==> config.mk <==
export PLATFORM = sky130hd
export DESIGN_NAME = tt_puf_sampler
export DESIGN_NICKNAME = d
export VERILOG_FILES = /design/src/rtl/tt_puf_sampler_pkg.sv /design/src/rtl/tt_sync2.sv /design/src/rtl/tt_puf_sampler.sv
export SDC_FILE = /design/constraint.sdc
export NUM_CORES = 1
export LEC_CHECK = 0
export BUFFER_PORTS_ARGS = -buffer_cell sky130_fd_sc_hd__buf_4
export CAP_MARGIN = 15
export CORE_MARGIN = 2
export CORE_UTILIZATION = 55
export CTS_BUF_LIST = sky130_fd_sc_hd__clkbuf_4 sky130_fd_sc_hd__clkbuf_8 sky130_fd_sc_hd__clkbuf_16
export CTS_CLUSTER_DIAMETER = 150
export DETAILED_ROUTE_END_ITERATION = 16
export PLACE_DENSITY_LB_ADDON = 0.1
export SLEW_MARGIN = 0
export SYNTH_ARGS = -nofsm -noshare
export SYNTH_HDL_FRONTEND = slang
export SYNTH_SLANG_ARGS = --single-unit
==> constraint.sdc <==
create_clock -name clk -period 3.6 [get_ports clk]
set_input_delay 0.18 -clock clk [delete_from_list [all_inputs] [get_ports clk]]
set_output_delay 0.18 -clock clk [all_outputs]
set_load 0.02 [all_outputs]
==> src/rtl/tt_puf_sampler_pkg.sv <==
// tt_puf_pkg: shared state encoding and default parameters for the PUF challenge sampler.
package tt_puf_pkg;
  typedef enum logic [2:0] {IDLE, ARM, FIRE, SAMPLE, DECIDE, DONE} puf_state_t;
  localparam int RESP_BITS_DEF = 16;
  localparam int VOTES_DEF = 7;
  localparam int SETTLE_DEF = 8;
endpackage

==> src/rtl/tt_sync2.sv <==
// tt_sync2: generic two-flop synchronizer with asynchronous active-low reset.
module tt_sync2 #(
  parameter int W = 1
) (
  input  logic         clk,
  input  logic         rst_n,
  input  logic [W-1:0] d_i,
  output logic [W-1:0] q_o
);
  logic [W-1:0] meta_q, sync_q;
  always_ff @(posedge clk or negedge rst_n) begin
    if (!rst_n) begin
      meta_q <= '0;
      sync_q <= '0;
    end else begin
      meta_q <= d_i;
      sync_q <= meta_q;
    end
  end
  assign q_o = sync_q;
endmodule

==> src/rtl/tt_puf_sampler.sv <==
// tt_puf_sampler: sequences challenges into the race block, majority-votes each
// challenge's synchronized response and shifts the resolved bits into a word.
module tt_puf_sampler
  import tt_puf_pkg::*;
#(
  parameter int RESP_BITS = RESP_BITS_DEF,
  parameter int VOTES     = VOTES_DEF,
  parameter int SETTLE    = SETTLE_DEF
) (
  input  logic                 clk,
  input  logic                 rst_n,
  input  logic                 start,
  input  logic [3:0]           chal_base,
  input  logic                 multblockout,
  output logic [3:0]           key_4,
  output logic                 pulse,
  output logic                 busy,
  output logic                 done,
  output logic [RESP_BITS-1:0] response
);
  localparam int IW = $clog2(RESP_BITS + 1);
  localparam int TW = $clog2(VOTES + 1);
  localparam int SW = $clog2(SETTLE + 1);

  puf_state_t state_q, state_d;
  logic [SW-1:0] settle_q, settle_d;
  logic [TW-1:0] trial_q, trial_d, ones_q, ones_d;
  logic [IW-1:0] idx_q, idx_d;
  logic [3:0] chal_q, chal_d, key_q, key_d;
  logic [RESP_BITS-1:0] resp_q, resp_d;
  logic race_sync, accept, vote_bit;

  tt_sync2 #(.W(1)) u_sync (
    .clk  (clk),
    .rst_n(rst_n),
    .d_i  (multblockout),
    .q_o  (race_sync)
  );

  always_ff @(posedge clk or negedge rst_n) begin
    if (!rst_n) begin
      state_q  <= IDLE;
      settle_q <= '0;
      trial_q  <= '0;
      ones_q   <= '0;
      idx_q    <= '0;
      chal_q   <= '0;
      key_q    <= '0;
      resp_q   <= '0;
    end else begin
      state_q  <= state_d;
      settle_q <= settle_d;
      trial_q  <= trial_d;
      ones_q   <= ones_d;
      idx_q    <= idx_d;
      chal_q   <= chal_d;
      key_q    <= key_d;
      resp_q   <= resp_d;
    end
  end

  always_comb begin
    state_d = state_q;
    unique case (state_q)
      IDLE:    state_d = start ? ARM : IDLE;
      ARM:     state_d = (settle_q == SW'(SETTLE - 1)) ? FIRE : ARM;
      FIRE:    state_d = (settle_q == SW'(SETTLE - 1)) ? SAMPLE : FIRE;
      SAMPLE:  state_d = (trial_q == TW'(VOTES - 1)) ? DECIDE : ARM;
      DECIDE:  state_d = (idx_q == IW'(RESP_BITS - 1)) ? DONE : ARM;
      DONE:    state_d = IDLE;
      default: state_d = IDLE;
    endcase
  end

  // The key is only recomputed on entry to ARM so it never moves under a live pulse.
  always_comb begin
    accept   = (state_q == IDLE) && start;
    vote_bit = ones_q > TW'(VOTES / 2);
    settle_d = ((state_q == ARM || state_q == FIRE) && state_d == state_q) ? settle_q + 1'b1 : '0;
    chal_d   = accept ? chal_base : chal_q;
    trial_d  = (accept || state_q == DECIDE) ? '0 : (state_q == SAMPLE) ? trial_q + 1'b1 : trial_q;
    ones_d   = (accept || state_q == DECIDE) ? '0 : (state_q == SAMPLE) ? ones_q + TW'(race_sync) : ones_q;
    idx_d    = accept ? '0 : (state_q == DECIDE) ? idx_q + 1'b1 : idx_q;
    resp_d   = accept ? '0 : (state_q == DECIDE) ? ((resp_q << 1) | RESP_BITS'(vote_bit)) : resp_q;
    key_d    = (state_d == ARM && state_q != ARM) ? chal_d + 4'(idx_d) : key_q;
  end

  always_comb begin
    pulse    = (state_q == FIRE) || (state_q == SAMPLE);
    busy     = state_q != IDLE;
    done     = state_q == DONE;
    key_4    = key_q;
    response = resp_q;
  end
endmodule

======== Word-level counts from Yosys, hierarchy flattened ========
Cells that the tools add are included.
storage, ports and cells
  flip-flop bits (word level) ............. 44
operators by class
  $add $sub $neg .......................... 5
  magnitude comparators ................... 1
  equal/unequal tests ..................... 11
  multiplexer cells ....................... 16
  bitwise logic cells ..................... 1
  reduce and logical (&&, ||, !) cells .... 10
operators by type and width
  operator             count
  $mux 16              2
  $mux 3               6
  $or 16x1->16         1
  $pmux 3 s5           1
  $mux 5               2
  $eq 3x3->1 const B   3
  $mux 4               2
  $eq 3x1->1 const B   2
  $eq 3x2->1 const B   2
  $add 5x1->5 const B  1
  $eq 5x4->1 const B   1
  $add 4x1->4 const B  1
  $add 4x4->4          1
  $eq 4x3->1 const B   1
  $reduce_bool 2->1    2
  $add 3x1->3          1
  $add 3x1->3 const B  1
  $eq 3x3->1           1
  $gt 3x2->1 const B   1
  $logic_and 1x1->1    3
  $logic_not 3->1      1
  $logic_or 1x1->1     3
  $ne 3x1->1 const B   1
  $reduce_bool 3->1    1
  2 further kinds      3

======== Depth between registers and ports, before layout ========
Gate-level depths: netlist of run 1.
  depth after elaboration ................. 6
  gate-level depth with buffers ........... 12
  gate-level depth less buffers ........... 9

======== Modules after synthesis ========
A second synthesis of run 1 with hierarchy kept.
unflattened totals
  cells, all modules ...................... 160
  area total of the unflattened synthesis .. 1983.2 um2
by module, submodules not included
  module          times used  cells each  area an instance (um2)  seq. area each (um2)
  tt_puf_sampler  1           158         1933.1                  1051.0
  tt_sync2        1           2           50.0                    50.0

======== Worst setup path after synthesis of run 1 ========
OpenSTA, ideal clock, no wires.
  kind .................................... register to register
  start point ............................. register state_q[1]
  end point ............................... register key_q[3] (netlist: key_4[3])
  setup time .............................. 0.125 ns
  data arrival time ....................... 2.901 ns
  path slack .............................. 0.574 ns
  cell stages (with the launch flop) ...... 13
  clock period less this slack ............ 3.026 ns
  cells stage by stage .................... dfrtp_1 buf_2 nor3b_1 clkbuf_1 clkbuf_1 nand2_1 a21oi_1 ha_1 a21o_1 a21oi_1 xnor2_1 xor2_1 mux2_2
between the ends
  longest elaborated chain between the ends .. 4
ends and longest elaborated chain
  element                                               line                                        text
  from (decl)                                           tt_puf_sampler.sv:25                        puf_state_t state_q, state_d;
  from (signal assigned)                                tt_puf_sampler.sv:51                        state_q <= state_d;
  $eq 3x3->1 / $logic_not 3->1 (equally long branches)  tt_puf_sampler.sv:83, tt_puf_sampler.sv:77
  $mux 5 / $logic_and 1x1->1 (equally long branches)    tt_puf_sampler.sv:83, tt_puf_sampler.sv:77
  $mux 5 (*)                                            tt_puf_sampler.sv:83                        idx_d = accept ? '0 : (state_q == DECIDE) ? idx_q + 1'b1 : idx_q;
  named net idx_d[1]                                    tt_puf_sampler.sv:28                        logic [IW-1:0] idx_q, idx_d;
  $add 4x4->4 (*)                                       tt_puf_sampler.sv:85                        key_d = (state_d == ARM && state_q != ARM) ? chal_d + 4'(idx_d) : key_q;
  to (signal assigned)                                  tt_puf_sampler.sv:57                        key_q <= key_d;
  to (decl)                                             tt_puf_sampler.sv:29                        logic [3:0] chal_q, chal_d, key_q, key_d;
The timed path passes the listed nets; every way through them passes the cells marked *. The select of a mux whose other input is x is not followed.
A chain may end at the register's enable or synchronous reset.

======== Worst setup path after layout of run 1 ========
  start point ............................. register state_q[0]
  end point ............................... register key_q[3] (netlist: key_4[3])
between the ends
  longest elaborated chain between the ends .. 4
ends and longest elaborated chain
  element              line                  text
  $logic_not 3->1      tt_puf_sampler.sv:77  accept = (state_q == IDLE) && start;
  $logic_and 1x1->1    tt_puf_sampler.sv:77
  $mux 4               tt_puf_sampler.sv:80  chal_d = accept ? chal_base : chal_q;
  named net chal_d[1]  tt_puf_sampler.sv:29
  $add 4x4->4          tt_puf_sampler.sv:85
The timed path passes the listed nets, and every way through them passes these cells. The select of a mux whose other input is x is not followed.

==> results of run 1 <==
==> flip-flops by register name (all words and copies together), names as in the netlist, 3 cells and up <==
name	flops
idx_q	5
chal_q	4
trial_q	3
key_4	4
response	16
ones_q	3
state_q	3
settle_q	4
==> where the power goes <==
group | total, mW | internal [mW] | switching, mW
Sequential | 0.516 | 0.508 | 0.00751
Combinational | 0.0667 | 0.0322 | 0.0345
Clock | 0.258 | 0.0949 | 0.163
==> cells by family after synthesis <==
kind of cell	after synthesis	synth area share, %
fa+ha+maj	11	7.30
simple gates	39	11.0
flops	44	55.4
buf+inv	12	2.83
mux	10	5.79
compound gates	38	14.6
xor+xnor	7	3.08
==> area by class of cell <==
class | count | area [sq um] | share of cell area (%)
multi-input cells | 105 | 836 | 35.6
flip-flops and latches | 44 | 1100 | 46.9
clock inverters | 2 | 15.0 | 0.640
repair buffers | 35 | 268 | 11.4
inverters | 5 | 18.8 | 0.800
well taps | 46 | 57.6 | 2.45
clock buffers | 6 | 51.3 | 2.19
==> stage by stage <==
| step | instance area (sq um) | power (mW) |
|---|---|---|
| after global placement | 2260 | 0.589 |
| after CTS | 2350 | 0.846 |
| after detailed placement | 2260 | 0.592 |
| after global routing | 2350 | 0.877 |
| after floorplan | 1990 | 0.558 |
| final | 2350 | 0.840 |
==> cells in the final DEF, fill, tap and decap left out, types with 2 or more instances in the layout <==
master	n
inv_1	5
nand2_1	12
and3_1	2
nor2_1	10
xor2_1	4
dlygate4sd3_1	2
clkinvlp_4	2
nand3_1	2
buf_4	33
ha_1	10
nand2b_1	2
a21boi_0	2
a22o_1	18
o21ai_0	9
mux2_2	8
a21oi_1	3
dfrtp_1	44
a21o_1	2
and2_1	2
xnor2_1	3
clkbuf_4	5
==> worst paths after layout <==
| check | cells past startpoint | slack [ns] | startpoint | to |
|---|---|---|---|---|
| min in group asynchronous | 2 | 0.33 | rst_n | u_sync.meta_q |
| min reg2reg | 0 | 0.38 | u_sync.meta_q | u_sync.q_o |
| max in group asynchronous | 2 | 2.89 | rst_n | idx_q[4] |
| min | 2 | 0.07 | chal_base[3] | chal_q[3] |
| max reg2reg | 8 | 0.81 | state_q[0] | key_4[3] |
| max | 8 | 0.81 | state_q[0] | key_4[3] |
==> worst register-to-register path, cell delays in order (launching register included) <==
cell and delay, ns:
dfrtp_1 0.57, nor4b_4 0.57, mux2_2 0.43, ha_1 0.28, a21o_1 0.18, a21oi_1 0.17
xnor2_1 0.15, xor2_1 0.08, mux2_2 0.26
==> per-layer routing <==
metal,global-route usage (%),part of all wire (%)
met4,7.18,1.3
met3,4.23,3.8
met5,0,0
met2,33.7,49
met1,27.3,46
==> run_results.csv, run 1 <==
group,metric,value,unit
clock_network,cts_buffers,5,
clock_network,clockRootBuffer,"clkbuf_4",
die,boundaryPins,31,
timing,post-route-period-util,77.4,%
layout,final_util,68.7,%
timing,tightest_slew,0.542,ns
detailed_routing,wl_per_cell,15.1,microns
synthesis,synth_commonest_cells,"dfrtp_1, a22o_1, nand2_1",
synthesis,yosysMostFrequentCell,"dfrtp_1",
die,initial_core_util,58.2,%
critical_path,path_cells,"nor4b_4, mux2_2, ha_1, a21o_1, a21oi_1, xnor2_1, xor2_1, mux2_2",
synthesis,syn-instance-count,161,
synthesis,ys_seq_area_share,55.4,%
placement,gp_congestion,0.831,
critical_path,cp_slowest_cell,"dfrtp_1",
critical_path,crit_arrival,3.04,ns
detailed_routing,routed_via_density,5.53,
critical_path,path_delay_family,"multiplexers",
synthesis,synth_edf_count,0,
synthesis,synth_top_cell_by_area,"dfrtp_1",
synthesis,synth_top_area_share,55.4,%
clock_network,cts.path.max_buffers,2,
clock_network,cts_tree,"yes",
pwr,power.leakage,1.15,nW
critical_path,critPathMaxFanout,14,
detailed_routing,drtIter0Drc,58,
timing,fin_skew,0.0189,ns
global_routing,grt_pass1_wl,6470,microns
clock_network,h-tree-depth,2,
timing,hold_viol,0,
clock_network,ctsResizeCount,0,
die,fp.dieArea,4110,sq um
synthesis,async_reset_ff_share,100,%
global_routing,grtUsageTotal,20.6,%
pwr,ir_worst_vdd,0.266,mV
timing,slew_viol_final,0,
placement,placed_cells,233,
global_routing,grt.overflow.total,0,
synthesis,syn_nets,180,
critical_path,worst-path-buf-inv,0,
timing,whs,0.0709,ns
timing,fmax,359,MHz
global_routing,grt_pass1_vias,1365,
placement,dp_slack,0.826,ns
timing,relSlewSlack,63.9,%
global_routing,grt_start_max_net_pins,45,
clock_network,cts_sinks,44,
synthesis,ys_ff_latch,44,
layout,area_delta_synth_final,18.1,%
die,die_h,64.1,microns
detailed_routing,routed_wl,3670,microns
synthesis,synth_area_leaders,"dfrtp_1, a22o_1, ha_1",
timing,period_minus_slack,2.79,ns
clock_network,cts.clk_slew.worst_paths,0.13,ns
placement,dp_hpwl,2620,microns
job,maxCapViolCount,0,
timing,finalSetupTns,0,ns
synthesis,synthFlopType,"dfrtp_1",
detailed_routing,dr.pass1.iters,4,
timing,worst_slack,0.813,ns
clock_network,hold_buffers,2,
detailed_routing,num_vias,1343,
synthesis,yosysWarnings,0,
layout,fillers,270,
clock_network,cts_setup_buffers,0,
layout,drive_above_1_share,28.4,%
layout,fin_cells,243,
critical_path,startpoint_type,"flop",
detailed_routing,drc_errors,0,
detailed_routing,ant_nets,0,
synthesis,syn-cell-area,1990,sq um
min_path,hp-class,"in2reg",
die,fp.dieW,64.1,microns
die,core,3420,sq um
synthesis,ys_types,36,
layout,nets,215,
synthesis,syn_area_per_cell,12.3,sq um
critical_path,crit_path_end_kind,"flop",
critical_path,crit_type,"reg2reg",
critical_path,cpMostUsedCell,"mux2_2",
global_routing,antenna_found_initial,0,
pwr,powerDensity,358,nW/um^2
timing,rsz0062_at_grt,"no",
placement,portBuffers,30,
layout,antennaDiodeCount,0,
run_status,outcome,"finished clean",
timing,setup_viol,0,
die,placementRows,21,
clock_network,clk_latency,0.36,ns
critical_path,critPathMaxStageDelay,0.57,ns
critical_path,required,3.86,ns
Note: power is estimated with default switching activity, not from simulation.
==> inputs of run 2 (changes only) <==
--- a/config.mk
+++ b/config.mk
@@ -8,7 +8,7 @@
 export BUFFER_PORTS_ARGS = -buffer_cell sky130_fd_sc_hd__buf_4
 export CAP_MARGIN = 15
 export CORE_MARGIN = 2
-export CORE_UTILIZATION = 55
+export CORE_UTILIZATION = 50
 export CTS_BUF_LIST = sky130_fd_sc_hd__clkbuf_4 sky130_fd_sc_hd__clkbuf_8 sky130_fd_sc_hd__clkbuf_16
 export CTS_CLUSTER_DIAMETER = 150
 export DETAILED_ROUTE_END_ITERATION = 16
==> constraint.sdc (replaced) <==
create_clock -name clk -period 2.3 [get_ports clk]
set_input_delay 0.115 -clock clk [delete_from_list [all_inputs] [get_ports clk]]
set_output_delay 0.115 -clock clk [all_outputs]
set_load 0.02 [all_outputs]
==> run_results.csv, run 2 (same netlist as run 1, synthesis figures left out) <==
group,metric,value,unit
timing,setup_viol,1,
min_path,hp-class,"in2reg",
detailed_routing,ant_nets,0,
critical_path,required,2.48,ns
critical_path,worstSetupEndpoint,"key_4[3]",
layout,drive_above_1_share,40.4,%
placement,placed_cells,248,
clock_network,cts_buffers,5,
timing,fmax,424,MHz
timing,tightest_slew,0.542,ns
detailed_routing,routed_via_density,5.34,
timing,worst_slack,-0.0577,ns
detailed_routing,wl_met1,1750,microns
detailed_routing,dr.pass1.iters,4,
die,placementRows,22,
critical_path,r2r_slack,-0.06,ns
global_routing,grt.overflow.total,0,
critical_path,r2r-start,"state_q[1]",
critical_path,reg2regPathDepth,10,
job,maxCapViolCount,0,
clock_network,cts.path.max_buffers,2,
detailed_routing,top_layer_used,"met3",
critical_path,crit_arrival,2.54,ns
critical_path,worst-path-buf-inv,1,
clock_network,clk_latency,0.29,ns
detailed_routing,drtIter0Drc,81,
detailed_routing,wl_met2,2090,microns
pwr,p_comb_share,8.9,%
pwr,powerDensity,541,nW/um^2
layout,area_delta_synth_final,32.0,%
clock_network,cts_tree,"yes",
critical_path,r2r-end,"key_4[3]",
placement,dp_hpwl,2690,microns
die,fp.dieArea,4500,sq um
timing,rsz0062_at_grt,"yes",
detailed_routing,routed_wl,4000,microns
critical_path,path_cells,"buf_6, nor3b_4, nand2_1, xor2_1, nor2_2, ha_4, a21oi_2, xnor2_1, xor2_1, mux2_4",
layout,final_common_cell,"buf_4",
layout,largest_reg_flops,16,
detailed_routing,drc_errors,0,
timing,post-route-period-util,103,%
run_status,outcome,"complete, but fails checks",
detailed_routing,num_vias,1420,
critical_path,crit_type,"reg2reg",
layout,nets,236,
global_routing,grt_start_max_net_pins,45,
critical_path,startpoint_type,"flop",
pwr,p_sw_share,22.6,%
pwr,cell_internal_pwr,1.10,mW
clock_network,clockRootBuffer,"clkbuf_8",
die,fp.dieW,67.1,microns
layout,antennaDiodeCount,0,
placement,portBuffers,30,
global_routing,grtUsageTotal,20.0,%
critical_path,cpMostUsedCell,"xor2_1",
critical_path,worstSetupPathDepth,10,
global_routing,antenna_found_initial,0,
die,initial_core_util,53.1,%
pwr,ir_worst_vdd,0.383,mV
critical_path,critPathMaxFanout,5,
detailed_routing,wl_met3,160,microns
timing,slew_viol_final,0,
critical_path,crit_path_end_kind,"flop",
critical_path,cp_slowest_cell,"dfrtp_1",
layout,final_cell_mix,"buf_4, dfrtp_1, a22o_1",
global_routing,grt_pass1_vias,1441,
timing,relSlewSlack,63.9,%
global_routing,grt_pass1_wl,6640,microns
detailed_routing,wl_per_cell,15.0,microns
clock_network,cts_sinks,44,
critical_path,startpoint,"state_q[1]",
pwr,clock_power_share,34.2,%
pwr,p_sw,0.320,mW
pwr,pwr-share-seq,56.9,%
die,die_h,67.1,microns
clock_network,cts.clk_slew.worst_paths,0.08,ns
die,core,3740,sq um
placement,gp_congestion,0.765,
timing,period_minus_slack,2.36,ns
critical_path,path_delay_family,"simple AND/OR/NAND/NOR gates",
layout,fin_cells,266,
critical_path,critPathMaxStageDelay,0.42,ns
timing,finalSetupTns,-0.0577,ns
run_status,violations,"negative setup slack",
pwr,power.leakage,1.29,nW
die,boundaryPins,31,
timing,hold_viol,0,
timing,fin_skew,0.00387,ns
clock_network,h-tree-depth,2,
[run 2: per-stage QoR]
stage	power, mW	utilization, %	setup slack, ns	area (sq um)	hold slack (ns)
final	1.42	70.1	-0.0577	2620	0.0733
after global routing	1.50	70.1	-0.157	2620	0.0605
after CTS	1.43	67.8	-0.0701	2540	0.0668
after detailed placement	0.934	63.6	-0.0633	2380	0.137
after global placement	0.930	63.6	-0.0198	2380	0.133
after floorplan	0.876	-	-0.222	2030	-0.181
[run 2: how the worst min path moves through the flow]
stage / slack [ns] / start / end / depth (start not counted)
global route: 0.06 / chal_base[3] / chal_q[3] / 2
global placement: 0.13 / rst_n / u_sync.q_o / 1
detailed placement: 0.14 / rst_n / u_sync.q_o / 1
floorplan: -0.18 / rst_n / chal_q[0] / 0
finish: 0.07 / chal_base[0] / chal_q[0] / 2
CTS: 0.07 / chal_base[3] / chal_q[3] / 2
[run 2: area by class of cell]
type | count | area [sq um]
Clock buffer | 6 | 82.6
Fill cell | 285 | 1120
Multi-Input combinational cell | 105 | 913
Timing Repair Buffer | 56 | 437
Tap cell | 48 | 60.1
Inverter | 5 | 18.8
Sequential cell | 44 | 1100
Clock inverter | 2 | 10.0
[run 2: repair_timing]
item / CTS / global route
hold buffers: 2 / 0
setup buffers: 4 / 4
resized for setup: 2 / 12
setup endpoints to repair: 2 / 3
hold endpoints to repair: 45 / 0
pin swaps: 6 / 11
[run 2: routing by layer]
metal  vias up  GRT usage, %
met4         0          6.89
met2        27          32.7
met5         -             0
met3         0          4.73
li1        683             -
met1       710          25.9
[run 2: power by group through the flow]
stage	Sequential, mW	Clock (mW)	Combinational (mW)
final	0.807	0.486	0.126
after global routing	0.810	0.546	0.140
after CTS	0.806	0.503	0.119
after detailed placement	0.822	0	0.113
after global placement	0.821	0	0.109
after floorplan	0.833	0	0.0434
==> inputs of run 3 (changes only) <==
--- a/config.mk
+++ b/config.mk
@@ -8,7 +8,7 @@
 export BUFFER_PORTS_ARGS = -buffer_cell sky130_fd_sc_hd__buf_4
 export CAP_MARGIN = 15
 export CORE_MARGIN = 2
-export CORE_UTILIZATION = 50
+export CORE_UTILIZATION = 55
 export CTS_BUF_LIST = sky130_fd_sc_hd__clkbuf_4 sky130_fd_sc_hd__clkbuf_8 sky130_fd_sc_hd__clkbuf_16
 export CTS_CLUSTER_DIAMETER = 150
 export DETAILED_ROUTE_END_ITERATION = 16
==> constraint.sdc (replaced) <==
create_clock -name clk -period 2.5 [get_ports clk]
set_input_delay 0.125 -clock clk [delete_from_list [all_inputs] [get_ports clk]]
set_output_delay 0.125 -clock clk [all_outputs]
set_load 0.02 [all_outputs]
==> run_results.csv, run 3 (same netlist as run 1, synthesis figures left out) <==
group,metric,value,unit
die,fp.dieW,64.1,microns
clock_network,clockRootBuffer,"clkbuf_4",
placement,portBuffers,30,
clock_network,h-tree-depth,2,
placement,placed_area,2300,sq um
timing,setup_viol,0,
timing,tightest_slew,0.721,ns
die,placementRows,21,
pwr,power.leakage,1.21,nW
layout,nets,222,
die,core,3420,sq um
die,fp.dieArea,4110,sq um
layout,antennaDiodeCount,0,
pwr,ir_worst_vdd,0.386,mV
clock_network,cts.clk_slew.worst_paths,0.12,ns
clock_network,clk_latency,0.36,ns
layout,fin_cells,250,
placement,gp_congestion,0.745,
placement,dp_slack,0.0648,ns
layout,final_common_cell,"dfrtp_1",
job,maxCapViolCount,0,
critical_path,critPathMaxFanout,5,
layout,fin_area,2440,sq um
run_status,outcome,"finished clean",
timing,whs,0.0318,ns
placement,dp_hpwl,2580,microns
timing,fmax,409,MHz
detailed_routing,wl_per_cell,14.7,microns
pwr,powerDensity,502,nW/um^2
layout,largest_reg_flops,16,
timing,fin_skew,0.00768,ns
global_routing,grt_pass1_wl,6500,microns
layout,area_delta_synth_final,22.7,%
die,initial_core_util,58.2,%
detailed_routing,drtIter0Drc,92,
min_path,hold_start,"chal_base[0]",
critical_path,r2r_slack,0.06,ns
critical_path,crit_path_end_kind,"flop",
detailed_routing,drc_errors,0,
timing,relSlewSlack,51.9,%
die,boundaryPins,31,
global_routing,grtUsageTotal,21.1,%
timing,slew_viol_final,0,
die,die_h,64.1,microns
global_routing,grt_start_max_net_pins,45,
timing,worst_slack,0.0556,ns
clock_network,cts.path.max_buffers,2,
min_path,hp-class,"in2reg",
critical_path,required,2.76,ns
timing,rsz0062_at_grt,"yes",
critical_path,crit_arrival,2.70,ns
clock_network,cts_tree,"yes",
critical_path,crit_type,"reg2reg",
detailed_routing,num_vias,1360,
detailed_routing,ant_nets,0,
timing,post-route-period-util,97.8,%
layout,final_cell_mix,"dfrtp_1, buf_4, a22o_1",
layout,drive_above_1_share,32.8,%
detailed_routing,routed_via_density,5.44,
global_routing,grt_pass1_vias,1401,
timing,finalSetupTns,0,ns
detailed_routing,routed_wl,3680,microns
critical_path,startpoint,"state_q[0]",
critical_path,startpoint_type,"flop",
timing,hold_viol,0,
timing,period_minus_slack,2.44,ns
global_routing,antenna_found_initial,0,
clock_network,cts_sinks,44,
clock_network,cts_buffers,5,
global_routing,grt.overflow.total,0,
detailed_routing,dr.pass1.iters,4,
critical_path,r2r-start,"state_q[0]",
placement,placed_cells,236,
[run 3: changes by cell type in the layout (fill, tap and decap cells not counted), sizes merged]
cell	delta
buf	-15
clkbuf	+2
dlygate4sd3	+1
clkinv	-2
[run 3: timing repair]
| item | CTS | global route |
|---|---|---|
| hold buffers | 3 | 0 |
| endpoints found under the hold margin | 46 | 0 |
| resized for setup | 0 | 3 |
| setup endpoints to repair | 0 | 4 |
| setup buffers | 0 | 3 |
[run 3: layout make-up]
type / instances / area, sq um
flip-flops and latches: 44 / 1100
fillers: 260 / 977
multi-input cells: 105 / 871
repair buffers: 42 / 323
clock buffers: 8 / 66.3
well taps: 46 / 57.6
inverters: 5 / 18.8
[run 3: metrics by stage]
step	util [%]	total power, mW
after floorplan	-	0.806
after CTS	70.2	1.23
after global routing	71.4	1.28
final	71.4	1.22
after detailed placement	67.4	0.855
after global placement	67.4	0.850
[run 3: routing by layer]
layer,global-route usage [%],part of all wire [%],vias up
li1,-,-,650
met1,27.3,46,676
met2,32.9,48,27
met3,4.40,3.9,7
met4,12.0,2.5,0
met5,0,0,-
[run 3: critical path, cell delays in order, from the launching register on]
cell	delay (ns)
dfrtp_2	0.44
nor4b_4	0.31
buf_4	0.19
mux2_4	0.33
ha_1	0.27
a21o_1	0.16
a21oi_2	0.16
xnor2_2	0.08
xor2_1	0.14
mux2_2	0.26
[run 3: where the power goes]
| group | internal, mW | total (mW) | leakage (nW) | switching [mW] |
|---|---|---|---|---|
| registers | 0.731 | 0.742 | 0.548 | 0.0110 |
| clock network | 0.161 | 0.377 | 0.0394 | 0.217 |
| logic | 0.0500 | 0.103 | 0.621 | 0.0535 |
[run 3: path summary, 6_finish.rpt]
kind | to | cells after the start
worst max-delay path | key_4[3] | 9
worst min-delay path | chal_q[0] | 2
worst max register to register | key_4[3] | 9
worst min register to register | u_sync.q_o | 0
max in group asynchronous | state_q[0] | 2
min in group asynchronous | ones_q[1] | 2
